===== src/rtl/inj_arbiter_pkg.sv =====
// Shared flit layout for the injection path: field positions, widths, coordinate width.
// Latency: none (constants and pure functions only).
// Backpressure: not applicable.
package inj_arbiter_pkg;

   localparam int FLIT_W      = 73;
   localparam int COORD_W     = 3;

   localparam int PAYLOAD_LSB = 0;
   localparam int PAYLOAD_W   = 32;
   localparam int OP_LSB      = 32;
   localparam int OP_W        = 4;
   localparam int ALG_LSB     = 36;
   localparam int ALG_W       = 2;
   localparam int TAG_LSB     = 38;
   localparam int TAG_W       = 8;
   localparam int CTX_LSB     = 46;
   localparam int CTX_W       = 8;
   localparam int SRC_LSB     = 54;
   localparam int SRC_W       = 3 * COORD_W;
   localparam int DST_LSB     = 63;
   localparam int DST_W       = 3 * COORD_W;
   localparam int VALID_BIT   = 72;

   typedef logic [FLIT_W-1:0] flit_t;

   // Pack x/y/z node coordinates into the {z,y,x} field order used in the flit.
   function automatic logic [SRC_W-1:0] pack_coord(input int x, input int y, input int z);
      logic [COORD_W-1:0] cx;
      logic [COORD_W-1:0] cy;
      logic [COORD_W-1:0] cz;
      cx = COORD_W'(x);
      cy = COORD_W'(y);
      cz = COORD_W'(z);
      return {cz, cy, cx};
   endfunction

endpackage


===== src/rtl/inj_arbiter_packeter.sv =====
// Formats one packet's header fields and payload into a 73-bit flit with the valid bit set.
// Latency: combinational, zero cycles.
// Backpressure: none; purely a field placement function.
module packeter
   import inj_arbiter_pkg::*;
(
   input  logic [PAYLOAD_W-1:0] payload,
   input  logic [OP_W-1:0]      op,
   input  logic [ALG_W-1:0]     algtype,
   input  logic [TAG_W-1:0]     tag,
   input  logic [CTX_W-1:0]     ctx,
   input  logic [DST_W-1:0]     dst,
   input  logic [SRC_W-1:0]     src,
   output flit_t                flit
);

   // Place every field at its fixed position; unused bits stay zero.
   always_comb begin
      flit                              = '0;
      flit[PAYLOAD_LSB +: PAYLOAD_W]    = payload;
      flit[OP_LSB +: OP_W]              = op;
      flit[ALG_LSB +: ALG_W]            = algtype;
      flit[TAG_LSB +: TAG_W]            = tag;
      flit[CTX_LSB +: CTX_W]            = ctx;
      flit[SRC_LSB +: SRC_W]            = src;
      flit[DST_LSB +: DST_W]            = dst;
      flit[VALID_BIT]                   = 1'b1;
   end

endmodule


===== src/rtl/inj_arbiter_rr_arbiter.sv =====
// Round-robin arbiter: grants the first requester at or after the priority pointer.
// Latency: grant combinational; pointer advances on the clock edge of a granted cycle.
// Backpressure: no grant and no pointer movement while enable is low.
module rr_arbiter #(
   parameter int NUM_REQ = 4,
   parameter int IW      = (NUM_REQ > 1) ? $clog2(NUM_REQ) : 1
) (
   input  logic               clk,
   input  logic               rst_n,
   input  logic [NUM_REQ-1:0] req,
   input  logic               enable,
   output logic [NUM_REQ-1:0] gnt,
   output logic [IW-1:0]      gnt_idx
);

   logic [IW-1:0] ptr;
   logic          found;

   // Search from the pointer upward, wrapping, for the first asserted request.
   always_comb begin
      int j;
      j       = 0;
      found   = 1'b0;
      gnt_idx = '0;
      for (int k = 0; k < NUM_REQ; k++) begin
         j = int'(ptr) + k;
         if (j >= NUM_REQ) j = j - NUM_REQ;
         if (!found && req[IW'(j)]) begin
            found   = 1'b1;
            gnt_idx = IW'(j);
         end
      end
   end

   // One-hot grant only when the consumer can take a packet this cycle.
   always_comb begin
      gnt = '0;
      if (enable && found) gnt[gnt_idx] = 1'b1;
   end

   // Winner drops to lowest priority; an empty cycle leaves the pointer alone.
   always_ff @(posedge clk) begin
      if (!rst_n) begin
         ptr <= '0;
      end else if (enable && found) begin
         ptr <= (gnt_idx == IW'(NUM_REQ - 1)) ? '0 : gnt_idx + 1'b1;
      end
   end

endmodule


===== src/rtl/inj_arbiter.sv =====
// Round-robin injection arbiter: shares one router injection port among NUM_REQ requesters.
// Latency: packet accepted in cycle t is on out_flit/out_valid in cycle t+1.
// Backpressure: output register reloads only when empty or out_ready; req_ready all 0 otherwise.
// Optional statistics counters built only when INJ_ARB_STATS_EN is defined.
module inj_arbiter
   import inj_arbiter_pkg::*;
#(
   parameter int NUM_REQ = 4,
   parameter int RANK_X  = 0,
   parameter int RANK_Y  = 0,
   parameter int RANK_Z  = 0,
   parameter int CNT_W   = 16
) (
   input  logic                       clk,
   input  logic                       rst_n,
   input  logic [NUM_REQ-1:0]         req_valid,
   output logic [NUM_REQ-1:0]         req_ready,
   input  logic [NUM_REQ*32-1:0]      req_payload,
   input  logic [NUM_REQ*4-1:0]       req_op,
   input  logic [NUM_REQ*2-1:0]       req_algtype,
   input  logic [NUM_REQ*8-1:0]       req_tag,
   input  logic [NUM_REQ*8-1:0]       req_ctx,
   input  logic [NUM_REQ*9-1:0]       req_dst,
   output logic [FLIT_W-1:0]          out_flit,
   output logic                       out_valid,
   input  logic                       out_ready,
   output logic [NUM_REQ*CNT_W-1:0]   gnt_count,
   output logic [CNT_W-1:0]           stall_count
);

   localparam int IW = (NUM_REQ > 1) ? $clog2(NUM_REQ) : 1;
   localparam logic [SRC_W-1:0] SRC_COORD = pack_coord(RANK_X, RANK_Y, RANK_Z);

   logic               load;
   logic               any_req;
   logic [NUM_REQ-1:0] gnt;
   logic [IW-1:0]      gnt_idx;

   logic [PAYLOAD_W-1:0] sel_payload;
   logic [OP_W-1:0]      sel_op;
   logic [ALG_W-1:0]     sel_alg;
   logic [TAG_W-1:0]     sel_tag;
   logic [CTX_W-1:0]     sel_ctx;
   logic [DST_W-1:0]     sel_dst;
   flit_t                fmt_flit;

   assign load    = !out_valid || out_ready;
   assign any_req = |req_valid;

   // Handshake is suppressed during reset so nothing is consumed while state is cleared.
   assign req_ready = rst_n ? gnt : '0;

   rr_arbiter #(
      .NUM_REQ (NUM_REQ),
      .IW      (IW)
   ) u_rr (
      .clk     (clk),
      .rst_n   (rst_n),
      .req     (req_valid),
      .enable  (load && rst_n),
      .gnt     (gnt),
      .gnt_idx (gnt_idx)
   );

   // Steer the winning requester's fields into the formatter.
   always_comb begin
      sel_payload = req_payload[int'(gnt_idx)*PAYLOAD_W +: PAYLOAD_W];
      sel_op      = req_op     [int'(gnt_idx)*OP_W      +: OP_W];
      sel_alg     = req_algtype[int'(gnt_idx)*ALG_W     +: ALG_W];
      sel_tag     = req_tag    [int'(gnt_idx)*TAG_W     +: TAG_W];
      sel_ctx     = req_ctx    [int'(gnt_idx)*CTX_W     +: CTX_W];
      sel_dst     = req_dst    [int'(gnt_idx)*DST_W     +: DST_W];
   end

   packeter u_pack (
      .payload (sel_payload),
      .op      (sel_op),
      .algtype (sel_alg),
      .tag     (sel_tag),
      .ctx     (sel_ctx),
      .dst     (sel_dst),
      .src     (SRC_COORD),
      .flit    (fmt_flit)
   );

   // Output register: reload on accept/empty, go idle if nobody is asking, else hold.
   always_ff @(posedge clk) begin
      if (!rst_n) begin
         out_valid <= 1'b0;
         out_flit  <= '0;
      end else if (load) begin
         if (any_req) begin
            out_valid <= 1'b1;
            out_flit  <= fmt_flit;
         end else begin
            out_valid <= 1'b0;
         end
      end
   end

`ifdef INJ_ARB_STATS_EN
   localparam logic [CNT_W-1:0] CNT_MAX = '1;

   logic [CNT_W-1:0] gnt_cnt [NUM_REQ];
   logic [CNT_W-1:0] stall_cnt;

   // Saturating per-requester grant and output-stall counters, cleared only by reset.
   always_ff @(posedge clk) begin
      if (!rst_n) begin
         for (int i = 0; i < NUM_REQ; i++) gnt_cnt[i] <= '0;
         stall_cnt <= '0;
      end else begin
         for (int i = 0; i < NUM_REQ; i++) begin
            if (req_ready[i] && req_valid[i] && gnt_cnt[i] != CNT_MAX)
               gnt_cnt[i] <= gnt_cnt[i] + 1'b1;
         end
         if (out_valid && !out_ready && stall_cnt != CNT_MAX)
            stall_cnt <= stall_cnt + 1'b1;
      end
   end

   // Flatten the counter array onto the output bus.
   always_comb begin
      gnt_count = '0;
      for (int i = 0; i < NUM_REQ; i++) gnt_count[i*CNT_W +: CNT_W] = gnt_cnt[i];
   end

   assign stall_count = stall_cnt;
`else
   assign gnt_count   = '0;
   assign stall_count = '0;
`endif

endmodule


===== config.mk =====
export PLATFORM = sky130hd
export DESIGN_NAME = inj_arbiter
export DESIGN_NICKNAME = d
export VERILOG_FILES = /design/src/rtl/inj_arbiter_pkg.sv /design/src/rtl/inj_arbiter_packeter.sv /design/src/rtl/inj_arbiter_rr_arbiter.sv /design/src/rtl/inj_arbiter.sv
export SDC_FILE = /design/constraint.sdc
export NUM_CORES = 1
export LEC_CHECK = 0
export ABC_AREA = 1
export CORE_AREA = 2 2 161 163
export DETAILED_ROUTE_END_ITERATION = 10
export DIE_AREA = 0 0 163 165
export PLACE_DENSITY_LB_ADDON = 0.08
export SETUP_SLACK_MARGIN = 0.4
export SLEW_MARGIN = 0
export SYNTH_ARGS = -nofsm -noshare
export SYNTH_HDL_FRONTEND = slang
export SYNTH_SLANG_ARGS = --single-unit

===== constraint.sdc =====
create_clock -name clk -period 2.2 [get_ports clk]
set_input_delay 0.44 -clock clk [delete_from_list [all_inputs] [get_ports clk]]
set_output_delay 0.44 -clock clk [all_outputs]
set_load 0.05 [all_outputs]

==> results of run 1 <==
logic make-up (layout without fill, tap and decap cells):
group           count (synthesis)  in the layout
compound gates                  6              6
other cells                     1             90
fa+ha+maj                       1              1
buf+inv                       494            774
flops                          67             67
simple gates                  690            690
worst max-delay path by stage:
| stage | startpoint | end | slack [ps] | cells past startpoint |
|---|---|---|---|---|
| 2_1_floorplan | u_rr.ptr[0] | req_ready[3] | -30 | 15 |
| 3_3_place_gp | req_valid[1] | out_flit[71] | -400 | 15 |
| 3_5_place_dp | req_valid[3] | out_flit[71] | -410 | 15 |
| 4_1_cts | u_rr.ptr[0] | req_ready[1] | -240 | 13 |
| 5_1_grt | u_rr.ptr[0] | req_ready[1] | -310 | 12 |
| 6_report | u_rr.ptr[0] | req_ready[1] | -210 | 12 |
sequential cells by signal, summed over array words and instances, names as in the netlist:
register   cells
out_valid      1
out_flit      64
u_rr.ptr       2
stage by stage:
step | power (mW) | hold WS (ps) | setup WS, ps
floorplan | 10.72 | 528.2 | -29.60
global placement | 14.76 | 452.0 | -400.2
detailed placement | 14.76 | 464.0 | -412.4
CTS | 23.18 | 472.5 | -236.2
global route | 25.32 | 526.5 | -307.1
finish | 23.83 | 466.7 | -214.0
synthesized netlist by cell type:
cell / count
a21oi_1: 2
buf_1: 4
buf_2: 21
buf_4: 101
buf_6: 2
clkbuf_1: 36
conb_1: 1
dfxtp_1: 67
ha_1: 1
inv_1: 328
inv_2: 2
nand2_1: 224
nand2_2: 3
nand2_4: 1
nand3_1: 320
nand3_2: 1
nand4_1: 1
nor2_1: 137
nor2_4: 1
nor3_1: 2
o21ai_0: 3
o31ai_1: 1
area by class of cell:
cell class                 instances  area share
multi-input combinational        786      0.3788
antenna                            1   0.0001891
sequential                        67      0.1019
clock inverter                     4    0.001891
clock buffer                      11     0.01919
tap                              330     0.03120
timing repair buffer             429      0.3723
inverter                         330     0.09454
power by group through the flow:
| stage | clock network [mW] | logic, mW | registers, mW |
|---|---|---|---|
| global route | 1.50 | 21.6 | 2.18 |
| floorplan | 0 | 6.69 | 4.03 |
| detailed placement | 0 | 12.6 | 2.13 |
| CTS | 1.46 | 19.6 | 2.10 |
| global placement | 0 | 12.6 | 2.11 |
| finish | 1.41 | 20.3 | 2.10 |
per-layer routing:
layer	vias up	global-route usage
li1	4290	-
met1	3840	0.2439
met2	303	0.4031
met3	37	0.05701
met4	0	0.07482
met5	-	0
repair_timing:
item / CTS / global route
endpoints found under the setup margin: 132 / 68
gates cloned: 20 / 0
buffers inserted: 30 / 0
resized for setup: 431 / 86
pin swaps: 81 / 31
hold buffers: 0 / 0
worst reg2reg max path: cells and delay by family (launching register included):
kind          cells  cell delay, ps
buf+inv           9            1030
flops             1             380
simple gates     12             900
==> flow_metrics.py, run 1 <==
metrics = {
    "global_route": {
        "antenna_found_initial": 1,
        "grt_usage": 0.2190,
        "gr-total-overflow": 0,
        "grt_pass1_wl_mm": 45.03,
        "first_global_vias": 8174,
        "grt_max_degree": 66,
    },
    "placed_design": {
        "dp_hpwl_mm": 19.76,
        "place_area_um2": 10350,
        "placed_cells": 1892,
        "gp_congestion": 0.8463,
        "port_buffers": 327,
    },
    "hold_path": {
        "min_to": "out_flit[72]",
        "hp-start": "out_flit[72]",
        "hp-class": "flip-flop to flip-flop",
        "worstHoldPathCells": 2,
    },
    "power_and_ir_drop": {
        "powerDensity_nw_per_um2": 1801,
        "seq_power_share": 0.088,
        "p_clk_frac": 0.059,
        "vdd_drop_max_v": 0.001042,
        "sw_frac_of_total": 0.5180,
        "combPwrFrac": 0.853,
        "switching_power_mw": 12.34,
        "power.leakage_nw": 7.514,
        "power.internal_mw": 11.49,
    },
    "worst_setup_path": {
        "slowest_stage": "dfxtp_4",
        "cp_max_fo": 6,
        "cp_cell_sequence": "buf_6 -> nand2_4 -> nand2_4 -> nand2_2 -> nand2_2 -> nor2_4 -> nand3_2 -> nand2_4 -> nand2_8 -> buf_12 -> nor3_4 -> buf_12",
        "crit_required_ps": 1760,
        "r2r_slack_ps": -170,
        "critPathCaptureType": "output port",
        "rr_startpoint": "u_rr.ptr[0]",
        "worst-path-buf-inv": 3,
        "worst-r2r-cell-count": 21,
        "cpMostUsedCell": "nand2_4",
        "worstPathArrival_ps": 1970,
        "max_stage_delay_ps": 380,
        "crit_family": "simple AND/OR/NAND/NOR gates",
        "start_kind": "flip-flop",
        "worstSetupPathType": "flip-flop to output port",
        "r2r_end": "out_flit[44]",
    },
    "detailed_routing": {
        "drc": 0,
        "topRoutingLayerUsed": "met4",
        "vias_per_cell": 4.326,
        "wl_mm": 30.57,
        "dr_wl_met3_mm": 2.357,
        "drt-initial-drc-count": 308,
        "drtAntennaViolNets": 0,
        "route.met2.wl_mm": 15.46,
        "drt-met1-wl_mm": 11.97,
        "post_drt_wl_per_cell_um": 15.61,
        "drt_pass1_iterations": 5,
        "route.vias.total": 8470,
    },
    "synthesis": {
        "syn-instance-count": 1259,
        "synthMuxAreaShare": 0,
        "synth_cell_types": 22,
        "synth-seq-cells": 67,
        "syn-mean-instance-area_um2": 5.313,
        "synth_compound_area_frac": 0.004863,
        "synth_adder_area_share": 0.001871,
        "synth_top_family_by_area": "simple AND/OR/NAND/NOR gates",
        "synth_top_cell_area_share": 0.2394,
        "yosysTopAreaCell": "nand3_1",
        "yosys.area_share.simple": 0.4521,
        "ys_warn_count": 0,
        "ys_seq_area_frac": 0.2005,
        "synth.cell_area_um2": 6689,
        "synth-xor-area-share": 0,
        "synth_area_leaders": "nand3_1, dfxtp_1, inv_1",
    },
    "clock_tree": {
        "clkTransAtPathRegs_ps": 60,
        "cts_tree": "built",
        "cts.sinks": 67,
        "cts_buffers": 9,
        "cts-htree-levels": 3,
        "cts_root_buffer": "clkbuf_16",
        "clk_latency_ps": 340,
        "max-clock-path-buffers": 2,
    },
    "sta": {
        "clock_skew_ps": 8.261,
        "max_slew_margin": 0.4404,
        "final.setup.tns_ps": -7444,
        "post-route-worst-setup-slack_ps": -214.0,
        "finalCritPeriodShare": 1.097,
        "final_max_slew_viol_count": 0,
        "max_freq_ghz": 0.4143,
        "grt_setup_unrepaired": "true",
        "final-hold-violation-count": 0,
        "min_period_ps": 2414,
        "setup_violations": 57,
        "tightest_slew_ps": 839.3,
    },
    "floorplan": {
        "start_util": 0.2672,
        "dieArea_um2": 26900,
        "core_um2": 25040,
        "fp.dieW_um": 163,
        "io_pins": 417,
        "die_h_um": 165,
        "rows": 58,
    },
    "final_layout": {
        "layout-drive-gt1-share": 0.2704,
        "final_nets": 1883,
        "area_delta_synth_final_pct": 97.87,
        "mostFrequentLayoutCells": "inv_1, clkdlybuf4s50_1, nand3_2",
        "final_core_util": 0.5286,
        "fillers": 2524,
        "multi_input_area_um2": 5014,
        "final_cell_area_um2": 13240,
        "seq_area_um2": 1349,
        "final_common_cell": "inv_1",
        "fin_cells": 1958,
    },
    "run_status": {
        "violations": "negative setup slack",
        "outcome": "finished with violations",
    },
    "flow_run": {
        "cap_violations": 0,
    },
}
No activity file was read; power rests on OpenSTA's default activity.
==> run 2: changes to the inputs <==
--- a/config.mk
+++ b/config.mk
@@ -6,9 +6,10 @@
 export NUM_CORES = 1
 export LEC_CHECK = 0
 export ABC_AREA = 1
-export CORE_AREA = 2 2 161 163
+export CORE_ASPECT_RATIO = 0.7
+export CORE_MARGIN = 8
+export CORE_UTILIZATION = 34
 export DETAILED_ROUTE_END_ITERATION = 10
-export DIE_AREA = 0 0 163 165
 export PLACE_DENSITY_LB_ADDON = 0.08
 export SETUP_SLACK_MARGIN = 0.4
 export SLEW_MARGIN = 0
==> flow_metrics.py, run 2 (same netlist as run 1, synthesis figures left out) <==
metrics = {
    "final_layout": {
        "seq_area_um2": 1349,
        "layout-drive-gt1-share": 0.2926,
        "final_common_cell": "inv_1",
        "area_delta_synth_final_pct": 98.04,
        "final_cell_area_um2": 13250,
        "multi_input_area_um2": 5210,
        "mostFrequentLayoutCells": "inv_1, clkdlybuf4s50_1, nand3_2",
        "largest_reg_flops": 64,
        "regMostFlops": "out_flit",
        "reg_top3": "out_flit (64), u_rr.ptr (2), out_valid (1)",
        "final_core_util": 0.6783,
        "fillers": 1753,
        "final_nets": 1875,
    },
    "power_and_ir_drop": {
        "power.leakage_nw": 7.594,
        "powerDensity_nw_per_um2": 1816,
        "vdd_drop_max_v": 0.0009333,
        "post-layout-total-power_mw": 24.05,
    },
    "placed_design": {
        "place_area_um2": 10350,
        "port_buffers": 327,
        "dpl_worst_slack_ps": -411.9,
        "gp_congestion": 0.8874,
        "dp_hpwl_mm": 21.00,
    },
    "global_route": {
        "antenna_found_initial": 2,
        "grt_usage": 0.2458,
        "grt_max_degree": 66,
        "gr-total-overflow": 0,
        "first_global_vias": 8687,
        "grt_pass1_wl_mm": 47.84,
    },
    "worst_setup_path": {
        "crit_required_ps": 1760,
        "slowest_stage": "dfxtp_4",
        "worst-r2r-cell-count": 21,
        "start_kind": "flip-flop",
        "r2r_slack_ps": -250,
        "crit_family": "simple AND/OR/NAND/NOR gates",
        "worst-path-buf-inv": 4,
        "worstPathArrival_ps": 2020,
        "r2r_end": "out_flit[39]",
        "critPathCaptureType": "output port",
        "max_stage_delay_ps": 420,
        "cp_max_fo": 6,
        "cpMostUsedCell": "nand2_2",
        "rr_startpoint": "u_rr.ptr[0]",
        "worstSetupPathType": "flip-flop to output port",
        "cp_cell_sequence": "buf_6 -> nand2_2 -> nand2_2 -> nand2_1 -> nand2_2 -> nor2_1 -> nor2_1 -> nand2_4 -> nand2_8 -> inv_4 -> ha_4 -> inv_2 -> nor2_4 -> buf_12",
    },
    "clock_tree": {
        "cts_root_buffer": "clkbuf_16",
        "cts.sinks": 67,
        "max-clock-path-buffers": 2,
        "cts_buffers": 9,
        "cts_tree": "built",
        "clkTransAtPathRegs_ps": 60,
        "clk_latency_ps": 340,
        "cts-htree-levels": 3,
    },
    "detailed_routing": {
        "wl_mm": 31.32,
        "route.vias.total": 8583,
        "vias_per_cell": 4.539,
        "drc": 0,
        "drt_pass1_iterations": 4,
        "drtAntennaViolNets": 0,
        "post_drt_wl_per_cell_um": 16.56,
        "drt-initial-drc-count": 440,
    },
    "hold_path": {
        "min_to": "out_flit[72]",
        "hp-class": "flip-flop to flip-flop",
        "worstHoldPathCells": 2,
        "hp-start": "out_flit[72]",
    },
    "floorplan": {
        "core_um2": 19530,
        "fp.dieW_um": 183.6,
        "start_util": 0.3425,
        "dieArea_um2": 24490,
        "die_h_um": 133.4,
        "io_pins": 417,
        "rows": 43,
    },
    "sta": {
        "tightest_slew_ps": 819.9,
        "holdWs_ps": 462.3,
        "clock_skew_ps": 8.093,
        "min_period_ps": 2460,
        "post-route-worst-setup-slack_ps": -260.2,
        "grt_setup_unrepaired": "true",
        "setup_violations": 67,
        "max_slew_margin": 0.4534,
        "final-hold-violation-count": 0,
        "max_freq_ghz": 0.4065,
        "finalCritPeriodShare": 1.118,
        "final_max_slew_viol_count": 0,
    },
    "run_status": {
        "violations": "negative setup slack",
        "outcome": "finished with violations",
    },
    "flow_run": {
        "cap_violations": 0,
    },
}
run 2: changes by cell type in the layout (fill, tap and decap cells not counted), moves of 4 or more:
cell	previous run	this run
nand2_1	106	82
nand2_4	70	87
nand3_1	150	136
nand3_2	169	183
nand2_2	50	58
buf_12	35	30
buf_4	27	32
buf_6	18	14
inv_1	319	315
inv_2	7	11
run 2: through the flow:
stage / instances / setup TNS [ps]
after global routing: 1891 / -21760
after floorplan: 1347 / -74.61
after detailed placement: 1833 / -21180
final: 1891 / -13420
after CTS: 1889 / -9946
after global placement: 1833 / -20170
run 2: report_power, final:
part | internal [mW] | leakage [nW] | switching, mW
combinational | 8.63 | 6.86 | 11.6
clock | 1.10 | 0.171 | 0.606
sequential | 1.81 | 0.560 | 0.316
total | 11.5 | 7.59 | 12.5
run 2: layer usage:
| metal | track usage | up-vias | wire length, um |
|---|---|---|---|
| li1 | - | 4270 | - |
| met1 | 0.2847 | 3947 | 12410 |
| met2 | 0.4240 | 307 | 15110 |
| met3 | 0.07399 | 57 | 2838 |
| met4 | 0.08423 | 2 | 942 |
| met5 | 0 | - | 13 |
run 2: final cells by class:
| type | instances | share of cell area |
|---|---|---|
| sequential | 67 | 0.1018 |
| inverter | 330 | 0.09464 |
| tap | 270 | 0.02550 |
| clock buffer | 11 | 0.01993 |
| timing repair buffer | 421 | 0.3584 |
| antenna | 1 | 0.0001889 |
| clock inverter | 5 | 0.006234 |
| multi-input combinational | 786 | 0.3933 |
run 2: worst register-to-register path: cells and delay by family, from the launching register on:
family / cells / cell delay [ps]
buf+inv: 9 / 990
simple gates: 12 / 930
flops: 1 / 420
run 2: worst max-delay path by stage:
stage | start | end | slack [ps] | depth (start not counted)
after floorplan | u_rr.ptr[0] | req_ready[3] | -30 | 15
after global placement | req_valid[1] | req_ready[3] | -390 | 14
after detailed placement | req_valid[1] | req_ready[1] | -410 | 11
after CTS | u_rr.ptr[0] | req_ready[1] | -250 | 13
after global routing | u_rr.ptr[0] | req_ready[3] | -370 | 14
final | u_rr.ptr[0] | req_ready[3] | -260 | 14
run 2: what timing repair did:
action	CTS	global route
setup buffers	21	1
pin swaps	88	57
hold buffers	0	0
setup endpoints to repair	132	68
gates cloned	19	0
gates resized for setup	453	82
==> run 3: changes to the inputs <==
--- a/config.mk
+++ b/config.mk
@@ -6,12 +6,13 @@
 export NUM_CORES = 1
 export LEC_CHECK = 0
 export ABC_AREA = 1
+export CAP_MARGIN = 10
 export CORE_ASPECT_RATIO = 0.7
 export CORE_MARGIN = 8
 export CORE_UTILIZATION = 34
 export DETAILED_ROUTE_END_ITERATION = 10
 export PLACE_DENSITY_LB_ADDON = 0.08
-export SETUP_SLACK_MARGIN = 0.4
+export SETUP_SLACK_MARGIN = 0.15
 export SLEW_MARGIN = 0
 export SYNTH_ARGS = -nofsm -noshare
 export SYNTH_HDL_FRONTEND = slang
==> flow_metrics.py, run 3 (same netlist as run 1, synthesis figures left out) <==
metrics = {
    "run_status": {
        "outcome": "finished with violations",
        "violations": "negative setup slack",
    },
    "final_layout": {
        "reg_top3": "out_flit (64), u_rr.ptr (2), out_valid (1)",
        "final_core_util": 0.6062,
        "final_cell_area_um2": 11840,
        "fin_cells": 1882,
        "layout-drive-gt1-share": 0.1390,
        "diodes": 0,
        "largest_reg_flops": 64,
        "final_nets": 1868,
        "regMostFlops": "out_flit",
        "final_common_cell": "inv_1",
        "mostFrequentLayoutCells": "inv_1, clkdlybuf4s50_1, nand3_1",
        "fillers": 1903,
        "area_delta_synth_final_pct": 76.99,
    },
    "sta": {
        "grt_setup_unrepaired": "true",
        "max_slew_margin": 0.4492,
        "clock_skew_ps": 5.768,
        "finalCritPeriodShare": 1.102,
        "tightest_slew_ps": 826.1,
        "post-route-worst-setup-slack_ps": -224.6,
        "max_freq_ghz": 0.4124,
        "final.setup.tns_ps": -795.3,
        "min_period_ps": 2425,
        "final-hold-violation-count": 0,
        "holdWs_ps": 489.2,
        "setup_violations": 4,
        "final_max_slew_viol_count": 0,
    },
    "worst_setup_path": {
        "cp_max_fo": 7,
        "critPathCaptureType": "output port",
        "worstSetupPathType": "flip-flop to output port",
        "worst-r2r-cell-count": 18,
        "rr_startpoint": "u_rr.ptr[0]",
        "worstPathArrival_ps": 1980,
        "r2r_slack_ps": 50,
        "r2r_end": "out_flit[32]",
        "crit_required_ps": 1760,
        "start_kind": "flip-flop",
    },
    "power_and_ir_drop": {
        "power.internal_mw": 10.41,
        "vdd_drop_max_v": 0.0009505,
        "power.leakage_nw": 6.604,
        "sw_frac_of_total": 0.5065,
        "post-layout-total-power_mw": 21.09,
        "powerDensity_nw_per_um2": 1782,
        "seq_power_share": 0.102,
        "combPwrFrac": 0.828,
        "p_clk_frac": 0.071,
        "switching_power_mw": 10.68,
    },
    "global_route": {
        "grtUsageMet2": 0.3604,
        "grtUsageMet1": 0.2573,
        "use_met3": 0.08297,
        "first_global_vias": 7724,
        "grt_pass1_wl_mm": 42.62,
        "grt_usage": 0.2167,
        "gr-total-overflow": 0,
        "grt_max_degree": 66,
        "antenna_found_initial": 1,
        "busiest_layer": "met2",
    },
    "placed_design": {
        "port_buffers": 327,
        "gp_congestion": 0.9210,
        "placed_cells": 1824,
        "dp_hpwl_mm": 20.73,
        "place_area_um2": 10250,
        "dpl_worst_slack_ps": -412.9,
    },
    "detailed_routing": {
        "drc": 0,
        "drt_pass1_iterations": 7,
        "vias_per_cell": 4.472,
        "drt-initial-drc-count": 505,
        "wl_mm": 29.98,
        "drtAntennaViolNets": 0,
        "post_drt_wl_per_cell_um": 15.93,
        "route.vias.total": 8417,
    },
    "floorplan": {
        "fp.dieW_um": 183.6,
        "start_util": 0.3425,
        "die_h_um": 133.4,
        "dieArea_um2": 24490,
        "rows": 43,
        "io_pins": 417,
        "core_um2": 19530,
    },
    "clock_tree": {
        "cts-htree-levels": 3,
        "cts_tree": "built",
        "cts.sinks": 67,
        "clk_latency_ps": 340,
        "clkTransAtPathRegs_ps": 50,
        "cts_root_buffer": "clkbuf_16",
        "max-clock-path-buffers": 2,
        "cts_buffers": 9,
    },
    "hold_path": {
        "min_to": "out_flit[72]",
        "hp-start": "out_flit[72]",
        "hp-class": "flip-flop to flip-flop",
        "worstHoldPathCells": 2,
    },
    "flow_run": {
        "cap_violations": 0,
    },
}
run 3: area by class of cell:
type	count	area (um2)	share of cell area
Timing Repair Buffer	413	4669	0.3944
Sequential cell	67	1349	0.1139
Tap cell	270	337.8	0.02854
Timing Repair inverter	1	3.754	0.0003171
Inverter	330	1249	0.1055
Multi-Input combinational cell	786	3935	0.3324
Clock inverter	2	35.03	0.002959
Clock buffer	13	260.3	0.02198
run 3: worst max-delay path, stage by stage, from the launching register on:
cell and delay (ps):
dfxtp_4 420, inv_6 60, nand2_2 60, nand2_2 80, nand2_4 80, nand2_2 60
nor2_4 140, nand3_2 100, nand2_4 110, nand2_8 80, inv_4 60, ha_4 110
inv_2 30, nor2_4 110, buf_12 140
run 3: routing by layer:
layer | wire, um | vias to the layer above | part of all wire
met4 | 629 | 2 | 0.021
met3 | 3247 | 41 | 0.11
li1 | - | 4256 | -
met2 | 13670 | 361 | 0.46
met5 | 13 | - | 0.00043
met1 | 12420 | 3757 | 0.41
run 3: worst max-delay path by stage:
stage          slack (ps)            to  depth (start not counted)    startpoint
6_report             -220  req_ready[3]                         14   u_rr.ptr[0]
5_1_grt              -320  req_ready[3]                         14   u_rr.ptr[0]
4_1_cts              -230  req_ready[1]                         13   u_rr.ptr[0]
3_5_place_dp         -410  req_ready[1]                         13  req_valid[1]
3_3_place_gp         -390  req_ready[3]                         14  req_valid[2]
2_1_floorplan         -30  req_ready[3]                         15   u_rr.ptr[0]
run 3: power by group through the flow:
stage	registers, mW	logic (mW)	clock network, mW
global placement	2.14	12.8	0
finish	2.15	17.5	1.49
CTS	2.14	13.7	1.53
detailed placement	2.15	12.8	0
global route	2.22	18.7	1.58
floorplan	4.03	6.68	0
run 3: repair_timing:
| item | 4_1_cts | 5_1_grt |
|---|---|---|
| hold buffers | 0 | 0 |
| endpoints found under the setup margin | 67 | 67 |
| gates cloned | 3 | 22 |
| buffers inserted | 8 | 10 |
| gates resized for setup | 42 | 101 |
| pin swaps | 16 | 32 |
